<file path="src/rtl/mem_stage_if.sv">
// Execute -> memory -> write-back handshake and payload bundle for mem_stage.
// master: the surrounding pipeline (execute, SRAM, write-back, decode); slave: mem_stage.
interface mem_stage_if #(
    parameter int MEM_OP_W = 3
);
    logic                ws_allowin;
    logic                ms_allowin;
    logic                es_to_ms_valid;
    logic [31:0]         es_pc;
    logic                es_rf_we;
    logic [4:0]          es_rf_waddr;
    logic [31:0]         es_alu_result;
    logic                es_res_from_mem;
    logic [MEM_OP_W-1:0] es_mem_op;
    logic [31:0]         data_sram_rdata;
    logic                ms_to_ws_valid;
    logic [31:0]         ms_pc;
    logic                ms_rf_we;
    logic [4:0]          ms_rf_waddr;
    logic [31:0]         ms_final_result;
    logic                ms_fwd_valid;
    logic [31:0]         ms_fwd_wdata;

    modport master (
        output ws_allowin, es_to_ms_valid, es_pc, es_rf_we, es_rf_waddr,
               es_alu_result, es_res_from_mem, es_mem_op, data_sram_rdata,
        input  ms_allowin, ms_to_ws_valid, ms_pc, ms_rf_we, ms_rf_waddr,
               ms_final_result, ms_fwd_valid, ms_fwd_wdata
    );

    modport slave (
        input  ws_allowin, es_to_ms_valid, es_pc, es_rf_we, es_rf_waddr,
               es_alu_result, es_res_from_mem, es_mem_op, data_sram_rdata,
        output ms_allowin, ms_to_ws_valid, ms_pc, ms_rf_we, ms_rf_waddr,
               ms_final_result, ms_fwd_valid, ms_fwd_wdata
    );
endinterface

</file>
<file path="src/rtl/mem_stage.sv">
// Memory-access pipeline stage: captures SRAM load data, extracts/extends loads, selects writeback value.
// Optional decode bypass outputs are enabled by defining MS_FWD_EN.
module mem_stage #(
    parameter logic [31:0] PC_RESET = 32'h0000_0000,
    parameter int          MEM_OP_W = 3
) (
    input logic        clk,
    input logic        resetn,
    mem_stage_if.slave bus
);
    localparam logic [MEM_OP_W-1:0] OP_LB  = MEM_OP_W'(1);
    localparam logic [MEM_OP_W-1:0] OP_LH  = MEM_OP_W'(2);
    localparam logic [MEM_OP_W-1:0] OP_LBU = MEM_OP_W'(3);
    localparam logic [MEM_OP_W-1:0] OP_LHU = MEM_OP_W'(4);

    logic                ms_valid;
    logic                ms_first;
    logic [31:0]         ms_pc_r;
    logic                ms_rf_we_r;
    logic [4:0]          ms_rf_waddr_r;
    logic [31:0]         ms_alu_result_r;
    logic                ms_res_from_mem_r;
    logic [MEM_OP_W-1:0] ms_mem_op_r;
    logic [31:0]         rdata_buf;

    logic        ms_ready_go;
    logic        ms_allowin;
    logic        capture;
    logic [31:0] rdata;
    logic [1:0]  offset;
    logic [7:0]  byte_sel;
    logic [15:0] half_sel;
    logic [31:0] load_data;
    logic [31:0] final_result;

    assign ms_ready_go = 1'b1;
    assign ms_allowin  = !ms_valid || (ms_ready_go && bus.ws_allowin);
    assign capture     = bus.es_to_ms_valid && ms_allowin;

    always_ff @(posedge clk or negedge resetn) begin
        if (!resetn) begin
            ms_valid          <= 1'b0;
            ms_first          <= 1'b0;
            ms_pc_r           <= PC_RESET;
            ms_rf_we_r        <= 1'b0;
            ms_rf_waddr_r     <= 5'd0;
            ms_alu_result_r   <= 32'd0;
            ms_res_from_mem_r <= 1'b0;
            ms_mem_op_r       <= '0;
            rdata_buf         <= 32'd0;
        end else begin
            if (ms_allowin) begin
                ms_valid <= bus.es_to_ms_valid;
            end
            if (capture) begin
                ms_pc_r           <= bus.es_pc;
                ms_rf_we_r        <= bus.es_rf_we;
                ms_rf_waddr_r     <= bus.es_rf_waddr;
                ms_alu_result_r   <= bus.es_alu_result;
                ms_res_from_mem_r <= bus.es_res_from_mem;
                ms_mem_op_r       <= bus.es_mem_op;
            end
            ms_first <= capture;
            // SRAM data is only valid in the first cycle; park it so stalls cannot lose it
            if (ms_first) begin
                rdata_buf <= bus.data_sram_rdata;
            end
        end
    end

    assign rdata  = ms_first ? bus.data_sram_rdata : rdata_buf;
    assign offset = ms_alu_result_r[1:0];

    always_comb begin
        byte_sel = rdata[7:0];
        case (offset)
            2'd0: byte_sel = rdata[7:0];
            2'd1: byte_sel = rdata[15:8];
            2'd2: byte_sel = rdata[23:16];
            2'd3: byte_sel = rdata[31:24];
            default: byte_sel = rdata[7:0];
        endcase
    end

    // Halfword access ignores offset[0]; misalignment is not trapped here
    assign half_sel = offset[1] ? rdata[31:16] : rdata[15:0];

    always_comb begin
        load_data = rdata;
        case (ms_mem_op_r)
            OP_LB:   load_data = {{24{byte_sel[7]}}, byte_sel};
            OP_LH:   load_data = {{16{half_sel[15]}}, half_sel};
            OP_LBU:  load_data = {24'd0, byte_sel};
            OP_LHU:  load_data = {16'd0, half_sel};
            default: load_data = rdata;
        endcase
    end

    assign final_result = ms_res_from_mem_r ? load_data : ms_alu_result_r;

    assign bus.ms_allowin      = ms_allowin;
    assign bus.ms_to_ws_valid  = ms_valid && ms_ready_go;
    assign bus.ms_pc           = ms_pc_r;
    assign bus.ms_rf_we        = ms_valid && ms_rf_we_r;
    assign bus.ms_rf_waddr     = ms_rf_waddr_r;
    assign bus.ms_final_result = final_result;

`ifdef MS_FWD_EN
    assign bus.ms_fwd_valid = ms_valid && ms_rf_we_r && (ms_rf_waddr_r != 5'd0);
    assign bus.ms_fwd_wdata = final_result;
`else
    // Ports kept so decode wiring does not change with the build option
    assign bus.ms_fwd_valid = 1'b0;
    assign bus.ms_fwd_wdata = 32'd0;
`endif

endmodule

</file>
<file path="src/flat_wrapper.sv">
// flat-port wrapper written by rule: the top's interface ports become plain ports
module mem_stage_flat 
#(
    parameter logic [31:0] PC_RESET = 32'h0000_0000,
    parameter int          MEM_OP_W = 3
)
  (clk, resetn, bus_ws_allowin, bus_es_to_ms_valid, bus_es_pc, bus_es_rf_we, bus_es_rf_waddr, bus_es_alu_result, bus_es_res_from_mem, bus_es_mem_op, bus_data_sram_rdata, bus_ms_allowin, bus_ms_to_ws_valid, bus_ms_pc, bus_ms_rf_we, bus_ms_rf_waddr, bus_ms_final_result, bus_ms_fwd_valid, bus_ms_fwd_wdata);
  mem_stage_if #(.MEM_OP_W(MEM_OP_W)) bus_i ();
  input logic clk;
  input logic resetn;
  input wire logic [$bits(bus_i.ws_allowin)-1:0] bus_ws_allowin;
  input wire logic [$bits(bus_i.es_to_ms_valid)-1:0] bus_es_to_ms_valid;
  input wire logic [$bits(bus_i.es_pc)-1:0] bus_es_pc;
  input wire logic [$bits(bus_i.es_rf_we)-1:0] bus_es_rf_we;
  input wire logic [$bits(bus_i.es_rf_waddr)-1:0] bus_es_rf_waddr;
  input wire logic [$bits(bus_i.es_alu_result)-1:0] bus_es_alu_result;
  input wire logic [$bits(bus_i.es_res_from_mem)-1:0] bus_es_res_from_mem;
  input wire logic [$bits(bus_i.es_mem_op)-1:0] bus_es_mem_op;
  input wire logic [$bits(bus_i.data_sram_rdata)-1:0] bus_data_sram_rdata;
  output wire logic [$bits(bus_i.ms_allowin)-1:0] bus_ms_allowin;
  output wire logic [$bits(bus_i.ms_to_ws_valid)-1:0] bus_ms_to_ws_valid;
  output wire logic [$bits(bus_i.ms_pc)-1:0] bus_ms_pc;
  output wire logic [$bits(bus_i.ms_rf_we)-1:0] bus_ms_rf_we;
  output wire logic [$bits(bus_i.ms_rf_waddr)-1:0] bus_ms_rf_waddr;
  output wire logic [$bits(bus_i.ms_final_result)-1:0] bus_ms_final_result;
  output wire logic [$bits(bus_i.ms_fwd_valid)-1:0] bus_ms_fwd_valid;
  output wire logic [$bits(bus_i.ms_fwd_wdata)-1:0] bus_ms_fwd_wdata;
  assign bus_i.ws_allowin = bus_ws_allowin;
  assign bus_i.es_to_ms_valid = bus_es_to_ms_valid;
  assign bus_i.es_pc = bus_es_pc;
  assign bus_i.es_rf_we = bus_es_rf_we;
  assign bus_i.es_rf_waddr = bus_es_rf_waddr;
  assign bus_i.es_alu_result = bus_es_alu_result;
  assign bus_i.es_res_from_mem = bus_es_res_from_mem;
  assign bus_i.es_mem_op = bus_es_mem_op;
  assign bus_i.data_sram_rdata = bus_data_sram_rdata;
  assign bus_ms_allowin = bus_i.ms_allowin;
  assign bus_ms_to_ws_valid = bus_i.ms_to_ws_valid;
  assign bus_ms_pc = bus_i.ms_pc;
  assign bus_ms_rf_we = bus_i.ms_rf_we;
  assign bus_ms_rf_waddr = bus_i.ms_rf_waddr;
  assign bus_ms_final_result = bus_i.ms_final_result;
  assign bus_ms_fwd_valid = bus_i.ms_fwd_valid;
  assign bus_ms_fwd_wdata = bus_i.ms_fwd_wdata;
  mem_stage #(.PC_RESET(PC_RESET), .MEM_OP_W(MEM_OP_W)) u_core (.clk(clk), .resetn(resetn), .bus(bus_i));
endmodule
</file>
<file path="config.mk">
export PLATFORM = sky130hd
export DESIGN_NAME = mem_stage_flat
export DESIGN_NICKNAME = d
export VERILOG_FILES = /design/src/rtl/mem_stage_if.sv /design/src/rtl/mem_stage.sv /design/src/flat_wrapper.sv
export SDC_FILE = /design/constraint.sdc
export NUM_CORES = 1
export LEC_CHECK = 0
export ABC_AREA = 1
export CAP_MARGIN = 25
export CORE_MARGIN = 10
export CORE_UTILIZATION = 40
export DETAILED_ROUTE_END_ITERATION = 10
export MAX_ROUTING_LAYER = met4
export PLACE_DENSITY = 0.79
export REMOVE_ABC_BUFFERS = 1
export SYNTH_ARGS = -nofsm -noshare
export SYNTH_HDL_FRONTEND = slang
export SYNTH_SLANG_ARGS = --single-unit
</file>
<file path="constraint.sdc">
create_clock -name clk -period 1.5 [get_ports clk]
set_input_delay 0.225 -clock clk [delete_from_list [all_inputs] [get_ports clk]]
set_output_delay 0.225 -clock clk [all_outputs]
set_load 0.005 [all_outputs]
</file>
* Word-level counts from Yosys, hierarchy flattened
Cells that the tools add are included.
Word-level totals: bits in registers 108, input port bits 110, word-level logic and storage cells 26
Cells by class: equal/unequal tests 7, muxes and demuxes 5, reductions and logical operators 5
Operators by type and width (number):
- $pmux 32 s4 | 1
- $mux 32 | 2
- $pmux 8 s4 | 1
- $mux 16 | 1
- $eq 3x2->1 const B | 2
- $eq 2x2->1 const B | 2
- $eq 3x1->1 const B | 1
- $eq 3x3->1 const B | 1
- $eq 2x1->1 const B | 1
- $logic_and 1x1->1 | 2
- $logic_not 2->1 | 1
- $logic_not 1->1 | 1
- $logic_or 1x1->1 | 1

* Depth between registers and ports, before layout
Gate-level depths: netlist of run 1.
depth in word-level cells 4, gate-level depth with buffers 14, gate-level depth less buffers 13

* Least setup slack after synthesis of run 1
No wires, ideal clock.
kind reg2out, start register u_core.ms_first, end output port bus_ms_final_result[21], arrival time 1.423 ns, slack -0.148 ns, stages on the path, launching flop included 12, buffers on the path 3, path through dfrtp_1 > buf_6 > inv_4 > buf_12 > nand2_2 > and2_1 > nand2_1 > nand3_4 > nand2_4 > buf_8 > o22ai_2 > inv_2
Between the ends: word-level cells in the longest chain between the ends 4, elaborated cells on any way between the ends 5, those cells by class 5 x mux
RTL lines:
- from (decl) | RTL line mem_stage.sv:17 | logic ms_first;
- from (signal assigned) | RTL line mem_stage.sv:63 | ms_first <= capture;
- $mux 32 (*) | RTL line mem_stage.sv:71 | assign rdata = ms_first ? bus.data_sram_rdata : rdata_buf;
- $pmux 8 s4 or $mux 16 (tied branches) | RTL line mem_stage.sv:76, mem_stage.sv:86
- $pmux 32 s4 (*) | RTL line mem_stage.sv:90 | case (ms_mem_op_r)
- $mux 32 (*) | RTL line mem_stage.sv:99 | assign final_result = ms_res_from_mem_r ? load_data : ms_alu_result_r;
- to (decl) | RTL line flat_wrapper.sv:25 | output wire logic [$bits(bus_i.ms_final_result)-1:0] bus_ms_final_result;
Mark *: on every way between the ends. The rest lies on a longest branch, timed or not.

* Worst setup path in the final report of run 1
start register u_core.ms_first, end output port bus_ms_final_result[28]
Between the ends: word-level cells in the longest chain between the ends 4, elaborated cells on any way between the ends 5, those cells by class 5 x mux
RTL lines:
- $mux 32 (*) | RTL line mem_stage.sv:71
- named net u_core.rdata[31] | RTL line mem_stage.sv:29 | logic [31:0] rdata;
- $pmux 8 s4 or $mux 16 (tied branches) | RTL line mem_stage.sv:76, mem_stage.sv:86
- $pmux 32 s4 (*) | RTL line mem_stage.sv:90
- $mux 32 (*) | RTL line mem_stage.sv:99
The timed path passes the listed nets; every way through them passes the cells marked *.

==> results of run 1 <==
cells in the final DEF, fill, tap and decap left out, types with 16 or more instances in the layout:
cell type and n:
conb_1 33, dlymetal6s2s_1 25, nand2_2 40, o21ai_0 21, clkdlybuf4s50_1 118, dfrtp_1 105
buf_6 23, nand2_1 350, buf_4 74, o21ai_1 16, inv_1 49, buf_2 22
synth_stat cells:
cell type	instances	share of area
o21ai_0	40	0.035
conb_1	1	0.00066
o21ai_1	8	0.0070
nand2_1	397	0.26
a31oi_1	4	0.0044
nor3_1	1	0.00088
inv_1	53	0.035
nand3_1	3	0.0026
buf_4	34	0.045
clkinv_1	1	0.00066
dfrtp_1	108	0.47
and2_1	12	0.013
clkbuf_1	19	0.013
o22ai_2	10	0.022
o22ai_1	9	0.0099
o21bai_1	1	0.0013
inv_4	1	0.0011
nand4_1	1	0.0011
buf_2	13	0.011
buf_8	1	0.0026
nand3_2	1	0.0018
buf_6	3	0.0059
nand3_4	1	0.0031
buf_1	1	0.00066
inv_2	13	0.0086
o211ai_1	3	0.0040
a21oi_2	2	0.0031
nor2_1	13	0.0086
nand2_4	3	0.0059
buf_12	1	0.0035
a21oi_1	9	0.0079
nor2_2	1	0.0011
nand2_2	3	0.0033
final cells by class:
type,instances,area share
Clock buffer,9,0.0249
Clock inverter,6,0.00804
Inverter,68,0.0299
Multi-Input combinational cell,555,0.310
Sequential cell,108,0.300
Tap cell,180,0.0249
Timing Repair Buffer,282,0.302
Timing Repair inverter,1,0.000693
sequential cells by signal (all words and copies together), names as in the netlist:
name,cells
u_core.bus.ms_pc,32
u_core.bus.ms_rf_waddr,5
u_core.bus.ms_to_ws_valid,1
u_core.ms_alu_result_r,32
u_core.ms_first,1
u_core.ms_mem_op_r,3
u_core.ms_res_from_mem_r,1
u_core.ms_rf_we_r,1
u_core.rdata_buf,32
what timing repair did:
item	CTS	global route
hold buffers	1	0
endpoints found under the setup margin	37	57
endpoints found under the hold margin	24	0
cloned	1	1
resized for setup	230	91
setup buffers	22	7
pin swaps	37	52
worst reg2reg max path: cells and delay by family, from the launching register on:
kind / cells / cell delay, ns
flip-flops: 1 / 0.47
buffers and inverters: 5 / 0.62
AND/OR/NAND/NOR: 2 / 0.19
worst max-delay path by stage:
stage / startpoint / endpoint / slack, ns / cells after the start
floorplan: u_core.bus.ms_to_ws_valid / u_core.ms_alu_result_r[1] / -1.25 / 4
detailed placement: bus_data_sram_rdata[7] / bus_ms_final_result[31] / -0.85 / 10
CTS: u_core.ms_first / bus_ms_final_result[28] / -0.85 / 14
global route: u_core.ms_first / bus_ms_final_result[10] / -0.98 / 14
global placement: bus_data_sram_rdata[15] / bus_ms_final_result[11] / -0.82 / 14
finish: u_core.ms_first / bus_ms_final_result[28] / -0.86 / 12
cell families (layout without fill, tap and decap cells):
logic type,count (synthesis),count (layout),share of synthesized area
and+or+nand+nor,436,436,0.303
other,1,33,0.000659
buffers and inverters,140,366,0.127
AOI/OAI and AO/OA,86,86,0.0947
DFF,108,108,0.475
power by group through the flow:
stage	clock [mW]	sequential, mW	combinational, mW
final	2.43	3.57	3.88
after global routing	2.62	3.61	4.25
after CTS	2.50	3.55	3.62
after detailed placement	0	3.58	3.42
after global placement	0	3.57	3.38
after floorplan	0	3.60	1.35
metal layers:
layer	GRT usage	wire length, microns	vias to the layer above
li1	-	-	2798
met1	0.227	7820	2611
met2	0.317	9830	231
met3	0.0796	1970	31
met4	0.0406	313	0
met5	-	0	-
per-stage QoR:
stage | worst slack (ns) | hold WS [ns] | util | total power [mW] | instance area, sq um
2_1_floorplan | -1.25 | -0.0706 | - | 4.95 | 5350
5_1_grt | -0.976 | 0.346 | 0.648 | 10.5 | 9030
3_3_place_gp | -0.815 | 0.179 | 0.579 | 6.94 | 8070
6_report | -0.860 | 0.327 | 0.648 | 9.88 | 9030
3_5_place_dp | -0.851 | 0.174 | 0.579 | 6.99 | 8070
4_1_cts | -0.848 | 0.332 | 0.623 | 9.67 | 8680
==> flow_summary.toml, run 1 <==
[synthesis]
avgSynthCellArea_sq_um = 7.39
ys_types = 33
ys_warn_count = 0
yosys_register_bits = 108
post_synth_inst_count = 771
ys_seq_area_frac = 0.475
syn_area_sq_um = 5690

[place]
finalWeightedCongestion = 0.895
dpl.hpwl_microns = 13800
dp_cells = 1166
portBuffers = 181

[detailed_routing]
vias = 5671
dr.pass1.iters = 5
drt-initial-drc-count = 376
ant_nets = 0
avgRoutedWirePerCell_microns = 16.5
wl_microns = 19900
drc = 0
viasPerCell = 4.69

[sta]
finalCritPeriodShare = 1.57
fin_skew_ns = 0.00614
max_freq_ghz = 0.424
finalSetupTns_ns = -25.23
setup_ws_ns = -0.860
finalSetupViolations = 32
rsz0062_at_grt = "true"
slew_violations = 0
hold_viol = 0
fin_crit_ns = 2.36

[clock_tree]
cts_sinks = 108
worstSkewPairLatency_ns = 0.36
clkTransAtPathRegs_ns = 0.07
clk_path_buf_depth = 2
cts-buffers-inserted = 9
htreeDepth = 3
cts_root_buf = "clkbuf_16"
tritoncts = "built"

[setup_path]
r2r-start = "u_core.ms_first"
cp-end-kind = "primary output"
required_ns = 1.27
slowest_stage = "dfrtp_2"
cpPeakStageDelay_ns = 0.48
rrSetupSlack_ns = 0.12
worstPathCellList = "buf_8, nand2_4, nand2_4, a21oi_2, nand2_2, nand3_4, nand2_8, buf_4, buf_4, o22ai_2, inv_2, buf_2"
reg2reg_depth = 7
path_buf_inv = 5
cp.arrival_ns = 2.13
timing.rr.end = "u_core.rdata_buf[0]"
criticalPathCategory = "register to primary output"
cp-start-kind = "register"
cp_max_fo = 6
cpLargestDelayFamily = "buffers and inverters"

[layout]
area_delta_synth_final_pct = 58.6
n_antenna_cell = 0
fill_cells = 1155
fin_nets = 1135
final_layout_size_suffix_gt1_frac = 0.261
multi_input_area_sq_um = 2800
regArea_sq_um = 2710
stdcell_count = 1209

[pwr]
p_per_area_nw_per_um2 = 1090
clkPwrFrac = 0.246
peakVddDrop_mv = 0.760
p_int_mw = 6.55
p_switching_mw = 3.33
sw_frac_of_total = 0.337
comb_power_share = 0.393
p_leak_nw = 4.96
power_frac_seq = 0.361

[die]
coreArea_sq_um = 13900
pin_count = 215
fp.dieW_microns = 139
die-area_sq_um = 19400
fp.dieH_microns = 139
start_util = 0.409
rows = 43

[global_routing]
grt_max_degree = 40
grt_use_total = 0.197
grt_pass1_vias = 5710
gr-total-overflow = 0
grt_pass1_wl_microns = 30200
grt_antenna_before_repair = 0

[run_status]
failed_checks = "setup timing"
status = "complete, but fails checks"

[worst_hold_path]
hp-class = "primary input to async pin"

[job]
max-cap-violations = 0
No activity file was read; power rests on OpenSTA's default activity.
==> run 2, diff against run 1 <==
CAP_MARGIN = default   (was 25)
==> results of run 2 <==
Final layout, timing and power as in run 1 (identical DEF).
==> run 3, diff against run 2 <==
CAP_MARGIN = 10   (was default)
MAX_ROUTING_LAYER = default   (was met4)
==> run 3 against run 2 <==
Compared with the run above: the flow still finishes with violations (setup timing); non-clock buffer count is the same; worst setup slack got worse by 0.0056 ns; via count is 0.23% higher; largest cell class unchanged.
==> flow_summary.toml, run 3 (synthesis results as in run 1) <==
[place]
portBuffers = 181
place_area_sq_um = 8070
dpl.hpwl_microns = 13800
finalWeightedCongestion = 0.881
preCtsSetupSlack_ns = -0.851

[global_routing]
top_usage_layer = "met2"
grtUsageMet3 = 0.0915
grt_pass1_wl_microns = 30300
grtUsageMet2 = 0.317
grt_use_met1 = 0.220
grt_antenna_before_repair = 0
grt_max_degree = 40
grt_pass1_vias = 5681
gr-total-overflow = 0
grt_use_total = 0.191

[detailed_routing]
drc = 0
ant_nets = 0
viasPerCell = 4.70
wl_microns = 19900
avgRoutedWirePerCell_microns = 16.5
drt-initial-drc-count = 351
dr.pass1.iters = 5
vias = 5684

[die]
start_util = 0.409
rows = 43
pin_count = 215
fp.dieW_microns = 139
die-area_sq_um = 19400
coreArea_sq_um = 13900
fp.dieH_microns = 139

[job]
max-cap-violations = 0

[sta]
hold_viol = 0
max_freq_ghz = 0.423
rsz0062_at_grt = "true"
fin_skew_ns = 0.00882
finalCritPeriodShare = 1.58
fin_crit_ns = 2.37
finalSetupViolations = 32
setup_ws_ns = -0.865
slew_violations = 0

[run_status]
failed_checks = "setup timing"
status = "complete, but fails checks"

[setup_path]
criticalPathCategory = "register to primary output"
required_ns = 1.27
cp-start-kind = "register"
reg2reg_depth = 7
cp-end-kind = "primary output"
r2r-start = "u_core.ms_first"
cp_max_fo = 6
timing.rr.end = "u_core.rdata_buf[0]"
cp.arrival_ns = 2.14
rrSetupSlack_ns = 0.12

[clock_tree]
clkTransAtPathRegs_ns = 0.08
worstSkewPairLatency_ns = 0.36
tritoncts = "built"
htreeDepth = 3
cts-buffers-inserted = 9
cts_root_buf = "clkbuf_16"
cts_sinks = 108
clk_path_buf_depth = 2

[layout]
fin_area_sq_um = 9040
fin_nets = 1135
mostFrequentLayoutCell = "nand2_1"
final_layout_size_suffix_gt1_frac = 0.261
n_antenna_cell = 0
final_cell_mix = "nand2_1 (350), clkdlybuf4s50_1 (116), dfrtp_1 (105)"
area_delta_synth_final_pct = 58.7

[pwr]
peakVddDrop_mv = 0.762
finalPower_mw = 9.89
p_per_area_nw_per_um2 = 1090
p_leak_nw = 4.99

[worst_hold_path]
hp-class = "primary input to async pin"
run 3: critical path: stages, from the launching register on:
cell and delay [ns]:
dfrtp_2 0.48, buf_8 0.17, nand2_4 0.06, nand2_4 0.05, a21oi_2 0.15, nand2_2 0.09, nand3_4 0.15, nand2_8 0.09
buf_4 0.14, buf_4 0.12, o22ai_2 0.10, inv_2 0.04, buf_2 0.14
run 3: how the worst max path moves through the flow:
stage	endpoint	slack, ns	depth (start not counted)	start
floorplan	u_core.ms_alu_result_r[1]	-1.25	4	u_core.bus.ms_to_ws_valid
global placement	bus_ms_final_result[11]	-0.82	14	bus_data_sram_rdata[15]
detailed placement	bus_ms_final_result[31]	-0.85	10	bus_data_sram_rdata[7]
CTS	bus_ms_final_result[28]	-0.85	14	u_core.ms_first
global route	bus_ms_final_result[10]	-0.98	14	u_core.ms_first
finish	bus_ms_final_result[28]	-0.87	12	u_core.ms_first
run 3: timing repair:
item / 4_1_cts / 5_1_grt
pin swaps: 37 / 52
setup buffers: 22 / 7
endpoints found under the hold margin: 24 / 0
setup endpoints to repair: 37 / 59
gates cloned: 1 / 1
gates resized for setup: 230 / 93
hold buffers: 1 / 0
run 3: layer usage:
layer | routed length (microns) | part of all wire | vias to the layer above
li1 | - | - | 2799
met2 | 9770 | 0.49 | 249
met3 | 2210 | 0.11 | 31
met1 | 7670 | 0.38 | 2605
met5 | 0 | 0 | -
met4 | 307 | 0.015 | 0
run 3: per-stage QoR:
step                std cells  utilization  hold WS [ns]  TNS [ns]
floorplan                 731            -       -0.0706   -109.82
global route             1209        0.648         0.347    -28.89
finish                   1209        0.648         0.327    -25.35
global placement         1166        0.579         0.179    -24.75
CTS                      1202        0.623         0.332    -24.53
detailed placement       1166        0.579         0.174    -25.85
run 3: area by class of cell:
cell class	instances	area (sq um)
fill	1152	4900
multi-input combinational	555	2800
timing repair buffer	282	2740
sequential	108	2710
inverter	68	270
clock buffer	9	225
tap	180	225
clock inverter	6	72.6
timing repair inverter	1	6.26
run 3: report_power, final:
group	total, mW	internal [mW]	leakage (nW)	switching (mW)
Combinational	3.88	1.93	3.53	1.95
Sequential	3.57	3.31	1.32	0.255
Clock	2.44	1.30	0.142	1.14
Total	9.89	6.55	4.99	3.34
